### src/rtl/core_fetch_ctrl.sv
// Instruction fetch controller: single-outstanding L1I request FSM with stall buffering and redirect flush.
// Optional fetch timeout watchdog enabled by defining CORE_FETCH_TIMEOUT_EN.
module core_fetch_ctrl (
    input  logic        clk,
    input  logic        n_rst,
    input  logic [31:0] pc_in,
    input  logic        stall_in,
    input  logic        redirect_val_in,
    input  logic [31:0] redirect_addr_in,
    output logic        l1i_req_val_out,
    output logic [31:0] l1i_addr_out,
    input  logic        l1i_req_rdy_in,
    input  logic        l1i_resp_val_in,
    input  logic [31:0] l1i_resp_data_in,
    output logic        if_pc_stop_out,
    output logic        if_mux_trn_s_out,
    output logic [31:0] if_addr_mux_trn_out,
    output logic        if_kill_out,
    output logic        if_enb_out,
    output logic        inst_val_out,
    output logic [31:0] inst_out,
    output logic        fetch_err_out
);

    typedef enum logic [2:0] {
        StIdle,
        StFetch,
        StWait,
        StHold,
        StFlush
    } state_e;

    state_e      state_q, state_d;
    logic [31:0] buf_q, buf_d;
    logic        timeout;
    logic        waiting;

    assign waiting = (state_q == StWait) || (state_q == StFlush);

`ifdef CORE_FETCH_TIMEOUT_EN
    logic [7:0] cnt_q, cnt_d;

    // Counter runs only while a request is outstanding and nothing has come back.
    always_comb begin
        timeout = waiting && !l1i_resp_val_in && (cnt_q == 8'hFF);
        cnt_d   = 8'h00;
        if (waiting && !l1i_resp_val_in && !timeout) begin
            cnt_d = cnt_q + 8'h01;
        end
    end

    always_ff @(posedge clk or negedge n_rst) begin
        if (!n_rst) begin
            cnt_q <= 8'h00;
        end else begin
            cnt_q <= cnt_d;
        end
    end
`else
    assign timeout = 1'b0;
`endif

    always_comb begin
        state_d          = state_q;
        buf_d            = buf_q;
        l1i_req_val_out  = 1'b0;
        if_pc_stop_out   = 1'b1;
        if_mux_trn_s_out = 1'b0;
        if_kill_out      = 1'b0;
        if_enb_out       = 1'b0;
        inst_val_out     = 1'b0;
        inst_out         = 32'h0;

        case (state_q)
            StIdle: begin
                state_d = StFetch;
            end
            StFetch: begin
                l1i_req_val_out = 1'b1;
                if (l1i_req_rdy_in) begin
                    state_d = redirect_val_in ? StFlush : StWait;
                end
            end
            StWait: begin
                if (l1i_resp_val_in) begin
                    if (redirect_val_in) begin
                        state_d = StFetch;
                    end else if (stall_in) begin
                        buf_d   = l1i_resp_data_in;
                        state_d = StHold;
                    end else begin
                        if_enb_out     = 1'b1;
                        inst_val_out   = 1'b1;
                        inst_out       = l1i_resp_data_in;
                        if_pc_stop_out = 1'b0;
                        state_d        = StFetch;
                    end
                end else if (timeout) begin
                    state_d = StFetch;
                end else if (redirect_val_in) begin
                    state_d = StFlush;
                end
            end
            StHold: begin
                if (redirect_val_in) begin
                    buf_d   = 32'h0;
                    state_d = StFetch;
                end else if (!stall_in) begin
                    if_enb_out     = 1'b1;
                    inst_val_out   = 1'b1;
                    inst_out       = buf_q;
                    if_pc_stop_out = 1'b0;
                    state_d        = StFetch;
                end
            end
            StFlush: begin
                // The response owed to the killed request is swallowed here.
                if (l1i_resp_val_in || timeout) begin
                    state_d = StFetch;
                end
            end
            default: begin
                state_d = StIdle;
            end
        endcase

        if (redirect_val_in) begin
            if_mux_trn_s_out = 1'b1;
            if_pc_stop_out   = 1'b0;
            if_kill_out      = 1'b1;
            if_enb_out       = 1'b0;
            inst_val_out     = 1'b0;
            inst_out         = 32'h0;
        end
    end

    assign l1i_addr_out        = pc_in;
    assign if_addr_mux_trn_out = redirect_addr_in;
    assign fetch_err_out       = timeout;

    always_ff @(posedge clk or negedge n_rst) begin
        if (!n_rst) begin
            state_q <= StIdle;
            buf_q   <= 32'h0;
        end else begin
            state_q <= state_d;
            buf_q   <= buf_d;
        end
    end

endmodule

### config.mk
export PLATFORM = sky130hd
export DESIGN_NAME = core_fetch_ctrl
export DESIGN_NICKNAME = d
export VERILOG_FILES = /design/src/rtl/core_fetch_ctrl.sv
export SDC_FILE = /design/constraint.sdc
export NUM_CORES = 1
export LEC_CHECK = 0
export CAP_MARGIN = 25
export CORE_MARGIN = 2
export CORE_UTILIZATION = 32
export DETAILED_ROUTE_END_ITERATION = 10
export PLACE_DENSITY = 0.92
export SYNTH_ARGS = -nofsm -noshare
export SYNTH_HDL_FRONTEND = slang
export SYNTH_SLANG_ARGS = --single-unit
### constraint.sdc
create_clock -name clk -period 2.1 [get_ports clk]
set_input_delay 0.42 -clock clk [delete_from_list [all_inputs] [get_ports clk]]
set_output_delay 0.42 -clock clk [all_outputs]
set_load 0.005 [all_outputs]
* Word-level counts from Yosys, hierarchy flattened *
Cells that the tools add are included.

word-level totals
  flip-flop bits (word level) = 35
  input bits = 102
  output and inout port bits = 103
  logic and storage cells = 48

operators by class
  equality and inequality tests = 12
  mux-type cells = 30
  reductions and logical operators = 4

operators by type and width
  operator            number
  $mux 32             8
  $pmux 32 s2         2
  $mux 3              7
  $pmux 3 s5          1
  $ne 2x2->1 const B  6
  $mux 1              8
  $eq 3x2->1 const B  2
  $ne 3x3->1 const B  2
  $reduce_and 5->1    1
  $mux 2              2
  $pmux 1 s2          2
  $reduce_and 4->1    1
  $eq 3x1->1 const B  1
  $eq 3x3->1 const B  1
  $logic_not 3->1     1
  $reduce_bool 2->1   1

* Logic depth before layout (Yosys ltp) *
Gate-level depths: netlist (run 1).

  word-level depth = 4
  depth in mapped cells = 6
  gate-level depth less buffers = 3

* Least setup slack after synthesis (run 1) *
OpenSTA, ideal clock, no wires.

  kind = register -> output
  start point = register state_q[0]
  end point = output inst_out[10]
  data arrival time = 1.226 ns
  required time = 1.680 ns
  slack = 0.454 ns
  cell stages (with the launch flop) = 7
  path buffers = 3
  path through = dfrtp_1 > buf_2 > and4bb_2 > buf_2 > buf_2 > a32oi_1 > nor2_1

between the ends
  longest elaborated chain between the ends = 3
  elaborated cells on any way between the ends = 4
  classes of those cells = 2 x eq/ne; 2 x mux

ends and longest elaborated chain
  item                    line  RTL
  start, declared         33    state_e state_q, state_d;
  start signal, assigned  143   state_q <= StIdle;
  start signal, assigned  146   state_q <= state_d;
  $eq 3x2->1              74    case (state_q)
  $pmux 32 s2 (*)         74
  $mux 32 (*)             127   if (redirect_val_in) begin
  end, declared           21    output logic [31:0] inst_out,

Every way passes the cells marked *; elsewhere a longest branch is shown, timed or not.

* Worst setup path in the final report (run 1) *
  start point = register state_q[2]
  end point = output inst_out[8]

The elaborated chain is that of the path after synthesis.

==> metrics.txt, run 1 <==
Routed WL per cell=19.1 µm; Crit Path Class=reg2out; Reg clk slew, reported paths=~0.070 ns; vias per cell=between 5 and 6; FP Rows=31; drt pass-1 iters=4; Final min period=2.12 ns; final hold violation count=0; measured slew at the worst slew-check pin=between 0.7 and 0.8 ns; Clock Path Buffers=2; failing checks=negative setup slack; Worst path top cell family by delay=simple AND/OR/NAND/NOR gates; fraction of layout cells with a size suffix above 1=0.375; # DRC=0; Detailed Route WL=about 7.2 mm; CTS buffer count=5; max_cap viols=0; Largest stage delay, worst path=0.40 ns; Final HPWL DP=around 4.6 mm; area occupied by multi-input gates=1020 µm²; Leak Pwr=between 1 and 1.5 nW; Post-Syn Instances=between 200 and 300; worst r2r src=state_q[2]; CP Data Required Time=around 1.7 ns; vias in the first global route=~2200; worst hold path type=in2async; crit-path max FO=8; post-synth cell types=27; sequential cell area fraction in the yosys report=0.365; global-route wire length before repair=~11 mm; GRT overflow=0; initial antenna violation count=0; post-route ant nets=0; CP bufs+invs=3; CTS Sinks=35; worst r2r dst=buf_q[6]; CTS H-tree lvls=2; arrival time worst endpoint=between 1.5 and 2 ns; Mapped Nets=roughly 350; total global-route track usage=0.173; # fillers=~680; DIE HEIGHT=around 91 µm; Post-Syn Area=approximately 2400 µm²; Clk Latency, worst-skew pair=around 0.28 ns; top-count cell post-synth=buf_4; slowest cell on the critical path=dfrtp_1; Root Buffer=clkbuf_8; placed cell count=approximately 360; Die ar.=8210 µm²; flops & latches, synth=35; CTS tree=built; Buffers on Ports=75; largest area contributor in the netlist=dfrtp_1; I/O pins=205; clk_skew=around 0.0062 ns; yosys warns=0; Horiz. Die Dim=90.6 µm; routability cong.=~0.76; RSZ-0062 raised after global routing=yes; Setup Viol. Count Final=5; Pins Over Slew Limit=0; share of the synthesized area in the top cell type=0.365; Core Util, Final=0.438; IR drop worst, VDD=just over 500 µV; critical-path cell list=buf_6, and4bb_4, buf_12, a32oi_1, nor2_1, buf_2; outcome=finished with violations; Max Clock Freq=between 0.4 and 0.5 GHz; number of synthesized flops with an enable pin=0; largest net degree at the start of global routing=36; nets@finish=about 380; Relative slew margins=0.469; area added between synthesis and finish=32.3%; Synth area leaders=dfrtp_1 36%, buf_4 21%, a22o_1 12%; Core Region=~7300 µm²; pwr/cell area=approximately 900 nW/µm²; Fin Setup TNS=-0.0589 ns; minimum setup slack among reg-to-reg paths=0.26 ns; worst-case reg-to-reg path depth=7; storage element area=slightly below 900 µm²; period utilization=1.01; Final WS setup=-0.0218 ns; Initial DRC Count=between 100 and 150; fin cells=379; Starting Density=0.331; vias=between 2000 and 2500; top cells by count, synth=68 x buf_4, 35 x dfrtp_1, 34 x nor2_1; Most used DFF post-synth=dfrtp_1; number of diodes=0; WHS=around 0.22 ns; synthesized area per cell=approximately 9.5 µm²; async set-reset flop share out of synthesis=1.00; Worst Setup End Kind=primary output; CP startpoint kind=register
state kept, by name, summed over array words and instances, names as in the netlist:
register  cells
buf_q        32
state_q       3
report_power, final:
part           switching, mW  total [mW]  internal, mW
Clock                  0.237       0.537         0.299
Sequential             0.183        1.13         0.944
Combinational          0.526        1.22         0.699
Total                  0.946        2.89          1.94
worst max-delay path by stage:
stage	startpoint	to	slack, ns	cells after the start
floorplan	state_q[0]	inst_out[10]	0.45	6
global placement	l1i_resp_val_in	inst_out[8]	-0.46	6
detailed placement	l1i_resp_val_in	inst_out[24]	-0.52	6
CTS	state_q[2]	inst_out[24]	-0.14	7
global route	state_q[2]	inst_out[31]	-0.1	7
finish	state_q[2]	inst_out[8]	-0.02	6
worst register-to-register path, stage by stage (launching register included):
cell and delay (ns):
dfrtp_1 0.40, and4bb_4 0.34, buf_6 0.12, buf_6 0.11
buf_16 0.11, buf_4 0.10, and2_4 0.36, a22o_1 0.21
per-layer routing:
metal,vias to the layer above,track usage,part of all wire
met4,0,0.0744,0.034
met3,31,0.0593,0.077
met2,128,0.297,0.50
li1,910,-,-
met1,1023,0.193,0.39
met5,-,0,0
stage by stage:
stage / area, µm² / setup WS [ns] / total power [mW]
CTS: 3110 / -0.137 / 2.88
global route: 3180 / -0.0959 / 3.05
floorplan: 2400 / 0.454 / 1.74
global placement: 2830 / -0.464 / 2.01
finish: 3180 / -0.0218 / 2.89
detailed placement: 2830 / -0.521 / 2.06
repair_timing:
action / in CTS / in global routing
hold buffers: 0 / 0
setup endpoints to repair: 36 / 35
gates cloned: 6 / 0
gates resized for setup: 170 / 18
pin swaps: 41 / 40
setup buffers: 10 / 2
cells by family after synthesis:
logic type	synth area share
buffers and inverters	0.273
other	0.00156
flip-flops	0.365
AO/OA/AOI/OAI	0.261
AND/OR/NAND/NOR	0.0991
cell type report:
cell class,count,area share
Timing Repair Buffer,110,0.328
Multi-Input combinational cell,124,0.322
Clock buffer,8,0.0315
Inverter,3,0.00355
Sequential cell,35,0.276
Tap cell,99,0.0390
placed cells by master (no fill, tap or decap):
master           synthesis  final
buf_6                    5      5
inv_1                    3      3
buf_8                    0      4
a32oi_2                  0     16
a21oi_4                  0      1
nor2_2                   0      2
or3b_2                   2      2
buf_2                   11     35
o21ai_2                  0      1
buf_16                   0      3
nand2_1                  1      1
nor3b_2                  0      1
a22o_1                  32     32
buf_12                   0      8
dlygate4sd2_1            0      3
o22ai_1                  2      2
a21oi_1                  5      4
clkdlybuf4s50_1          0     36
a22oi_1                  1      1
o31ai_1                  1      1
and4bb_4                 0      2
nor2_1                  34     32
and2b_1                  1      1
and2_4                   1      2
clkbuf_8                 0      7
and2_1                   2      1
a32oi_1                 32     16
nor4bb_1                 1      1
buf_4                   68     16
conb_1                   1      1
clkbuf_1                 6      1
dfrtp_1                 35     35
o22a_1                   1      1
nand3_1                  1      1
nor2b_1                  2      2
Power figures use the tool's default switching activity.
==> run 2, diff against run 1 <==
--- a/config.mk
+++ b/config.mk
@@ -6,10 +6,11 @@
 export NUM_CORES = 1
 export LEC_CHECK = 0
 export CAP_MARGIN = 25
-export CORE_MARGIN = 2
+export CORE_MARGIN = 4
 export CORE_UTILIZATION = 32
 export DETAILED_ROUTE_END_ITERATION = 10
 export PLACE_DENSITY = 0.92
+export SLEW_MARGIN = 20
 export SYNTH_ARGS = -nofsm -noshare
 export SYNTH_HDL_FRONTEND = slang
 export SYNTH_SLANG_ARGS = --single-unit
==> run 2 against run 1 <==
The run still ends with negative setup slack left. Critical path type unchanged. Clock skew hardly changed. Routed wire length hardly changed. Sequential share of layout area is 1.4 points higher. Utilization is 2.1 points lower. Setup slack better by 0.014 ns. First-iteration DRC count is 40% lower. Combinational power is 4% lower. Global-route usage is 1.7 points lower.
==> metrics.txt, run 2 (synthesis results as in run 1) <==
largest registers=buf_q x32, state_q x3; DIE HEIGHT=94.6 µm (+4.4%); Clock Path Buffers=2 (unchanged); period utilization=1.00 (-0.00668); routability cong.=0.703 (-7.8%); Detailed Route WL=7.21 mm (about the same); number of flip-flops in the largest register=32 (unchanged); vias in the first global route=2163 (-1.1%); IR drop worst, VDD=405 µV (-21%); number of diodes=0 (unchanged); placed cell count=355 (-0.28%); CP bufs+invs=4 (+1); register with the most flip-flops=buf_q; Die ar.=8950 µm² (+9.0%); Setup Viol. Count Final=2 (-3); Routed WL per cell=18.9 µm (-0.62%); Initial DRC Count=67 (-40%); CTS Sinks=35 (unchanged); Starting Density=0.331 (unchanged); Placed Instance Area=2810 µm² (-0.71%); Root Buffer=clkbuf_8; worst hold path type=in2async; critical-path cell list=and4bb_4, buf_8, buf_8, buf_12, a32oi_1, nor2_1, buf_2; commonest non-fill, non-tap cells in the layout=36 x clkdlybuf4s50_1, 35 x dfrtp_1, 32 x a22o_1, 32 x buf_2, 31 x nor2_1; Fin Setup TNS=-0.0121 ns (+0.0468 ns); top sig layer=met4; total global-route track usage=0.156 (-0.0169); Largest stage delay, worst path=0.40 ns (about the same); RSZ-0062 raised after global routing=yes; commonest non-fill, non-tap cell in the layout=clkdlybuf4s50_1; measured slew at the worst slew-check pin=0.784 ns (-0.0121 ns); Worst path top cell family by delay=buffers and inverters; Relative slew margins=0.477 (+0.00809); largest net degree at the start of global routing=36 (unchanged); Core Util, Final=0.417 (-0.0207); CTS H-tree lvls=2 (unchanged); Clk Latency, worst-skew pair=0.28 ns (about the same); # fillers=733 (+7.5%); max_cap viols=0 (unchanged); Pins Over Slew Limit=0 (unchanged); arrival time worst endpoint=1.69 ns (about the same); Buffers on Ports=75 (unchanged); crit-path most repeated cell=buf_8; fin cells=381 (+0.53%); clk_skew=0.00626 ns (+0.0000176 ns); Core Region=7250 µm² (unchanged); CP Data Required Time=1.68 ns (about the same); vias per cell=5.45 (-1.3%); crit-path max FO=7 (-1); Final HPWL DP=4.67 mm (+1.4%); final hold violation count=0 (unchanged); met1 wire length=2.86 mm (+2.6%); CP startpoint kind=register; post-route ant nets=0 (unchanged); met3 wire len=652 µm (+17%); FP Rows=31 (unchanged); global-route wire length before repair=10.8 mm (-4.0%); GRT overflow=0 (unchanged); Max Clock Freq=0.474 GHz (+0.67%); dpl ws=-0.533 ns (-0.0115 ns); fraction of layout cells with a size suffix above 1=0.348 (-0.0275); vias=2075 (-0.81%); pwr/cell area=902 nW/µm² (-0.81%); Horiz. Die Dim=94.6 µm (+4.4%); initial antenna violation count=0 (unchanged); slowest cell on the critical path=dfrtp_1; # DRC=0 (unchanged); Worst Setup End Kind=primary output; Leak Pwr=1.34 nW (-5.9%); Reg clk slew, reported paths=0.07 ns (about the same); CTS tree=built; drt pass-1 iters=4 (unchanged); nets@finish=385 (+1.0%); Final min period=2.11 ns (-0.0140 ns); Final WS setup=-0.00781 ns (+0.0140 ns); area added between synthesis and finish=26.1%; Crit Path Class=reg2out; final instance area=3030 µm² (-4.7%); failing checks=negative setup slack; WL met2=3.54 mm (-2.6%); I/O pins=205 (unchanged); CTS buffer count=5 (unchanged); outcome=finished with violations
-- run 2: changes by cell type in the layout (fill, tap and decap cells not counted), sizes merged --
cell / delta
clkdlybuf4s15: +1
clkbuf: +1
-- run 2: final timing paths --
check / cells after the start / from / endpoint / slack (ns)
max: 7 / state_q[0] / inst_out[1] / -0.008
min: 1 / n_rst / buf_q[31] / 0.22
max reg2reg: 8 / state_q[0] / buf_q[10] / 0.12
min reg2reg: 1 / buf_q[1] / buf_q[1] / 0.51
max in group asynchronous: 1 / n_rst / buf_q[5] / 1.38
min in group clk: 1 / buf_q[1] / buf_q[1] / 0.51
-- run 2: layout make-up --
type | count | area (µm²) | area share
clock buffer | 6 | 72.6 | 0.0240
inverter | 3 | 11.3 | 0.00372
multi-input combinational | 124 | 940 | 0.311
sequential | 35 | 876 | 0.289
tap | 99 | 124 | 0.0409
timing repair buffer | 114 | 1000 | 0.331
-- run 2: worst register-to-register path, cell delays in order (launching register included) --
cell and delay [ns]:
dfrtp_1 0.40, and4bb_4 0.37, buf_8 0.14, buf_8 0.13, buf_12 0.10, buf_4 0.09, buf_4 0.09, and2_4 0.37
a22o_1 0.22
-- run 2: metal layers --
| layer | up-vias | global-route usage |
|---|---|---|
| li1 | 917 | - |
| met1 | 1013 | 0.186 |
| met2 | 115 | 0.265 |
| met3 | 30 | 0.0446 |
| met4 | 0 | 0.0577 |
| met5 | - | 0 |
-- run 2: power by group --
group | leakage [nW] | internal, mW | switching [mW] | total, mW
Combinational | 0.831 | 0.664 | 0.509 | 1.17
Sequential | 0.477 | 0.944 | 0.171 | 1.12
Clock | 0.0371 | 0.221 | 0.220 | 0.441
-- run 2: timing repair --
| action | 4_1_cts | 5_1_grt |
|---|---|---|
| setup buffers | 17 | 5 |
| gates resized for setup | 152 | 21 |
| hold buffers | 0 | 0 |
| gates cloned | 3 | 0 |
| setup endpoints to repair | 36 | 35 |
| pin swaps | 39 | 36 |
-- run 2: metrics by stage --
step	hold WS [ns]	total power, mW
floorplan	0.124	1.74
CTS	0.235	2.73
finish	0.216	2.73
global placement	0.489	2.00
global route	0.291	2.90
detailed placement	0.492	2.05
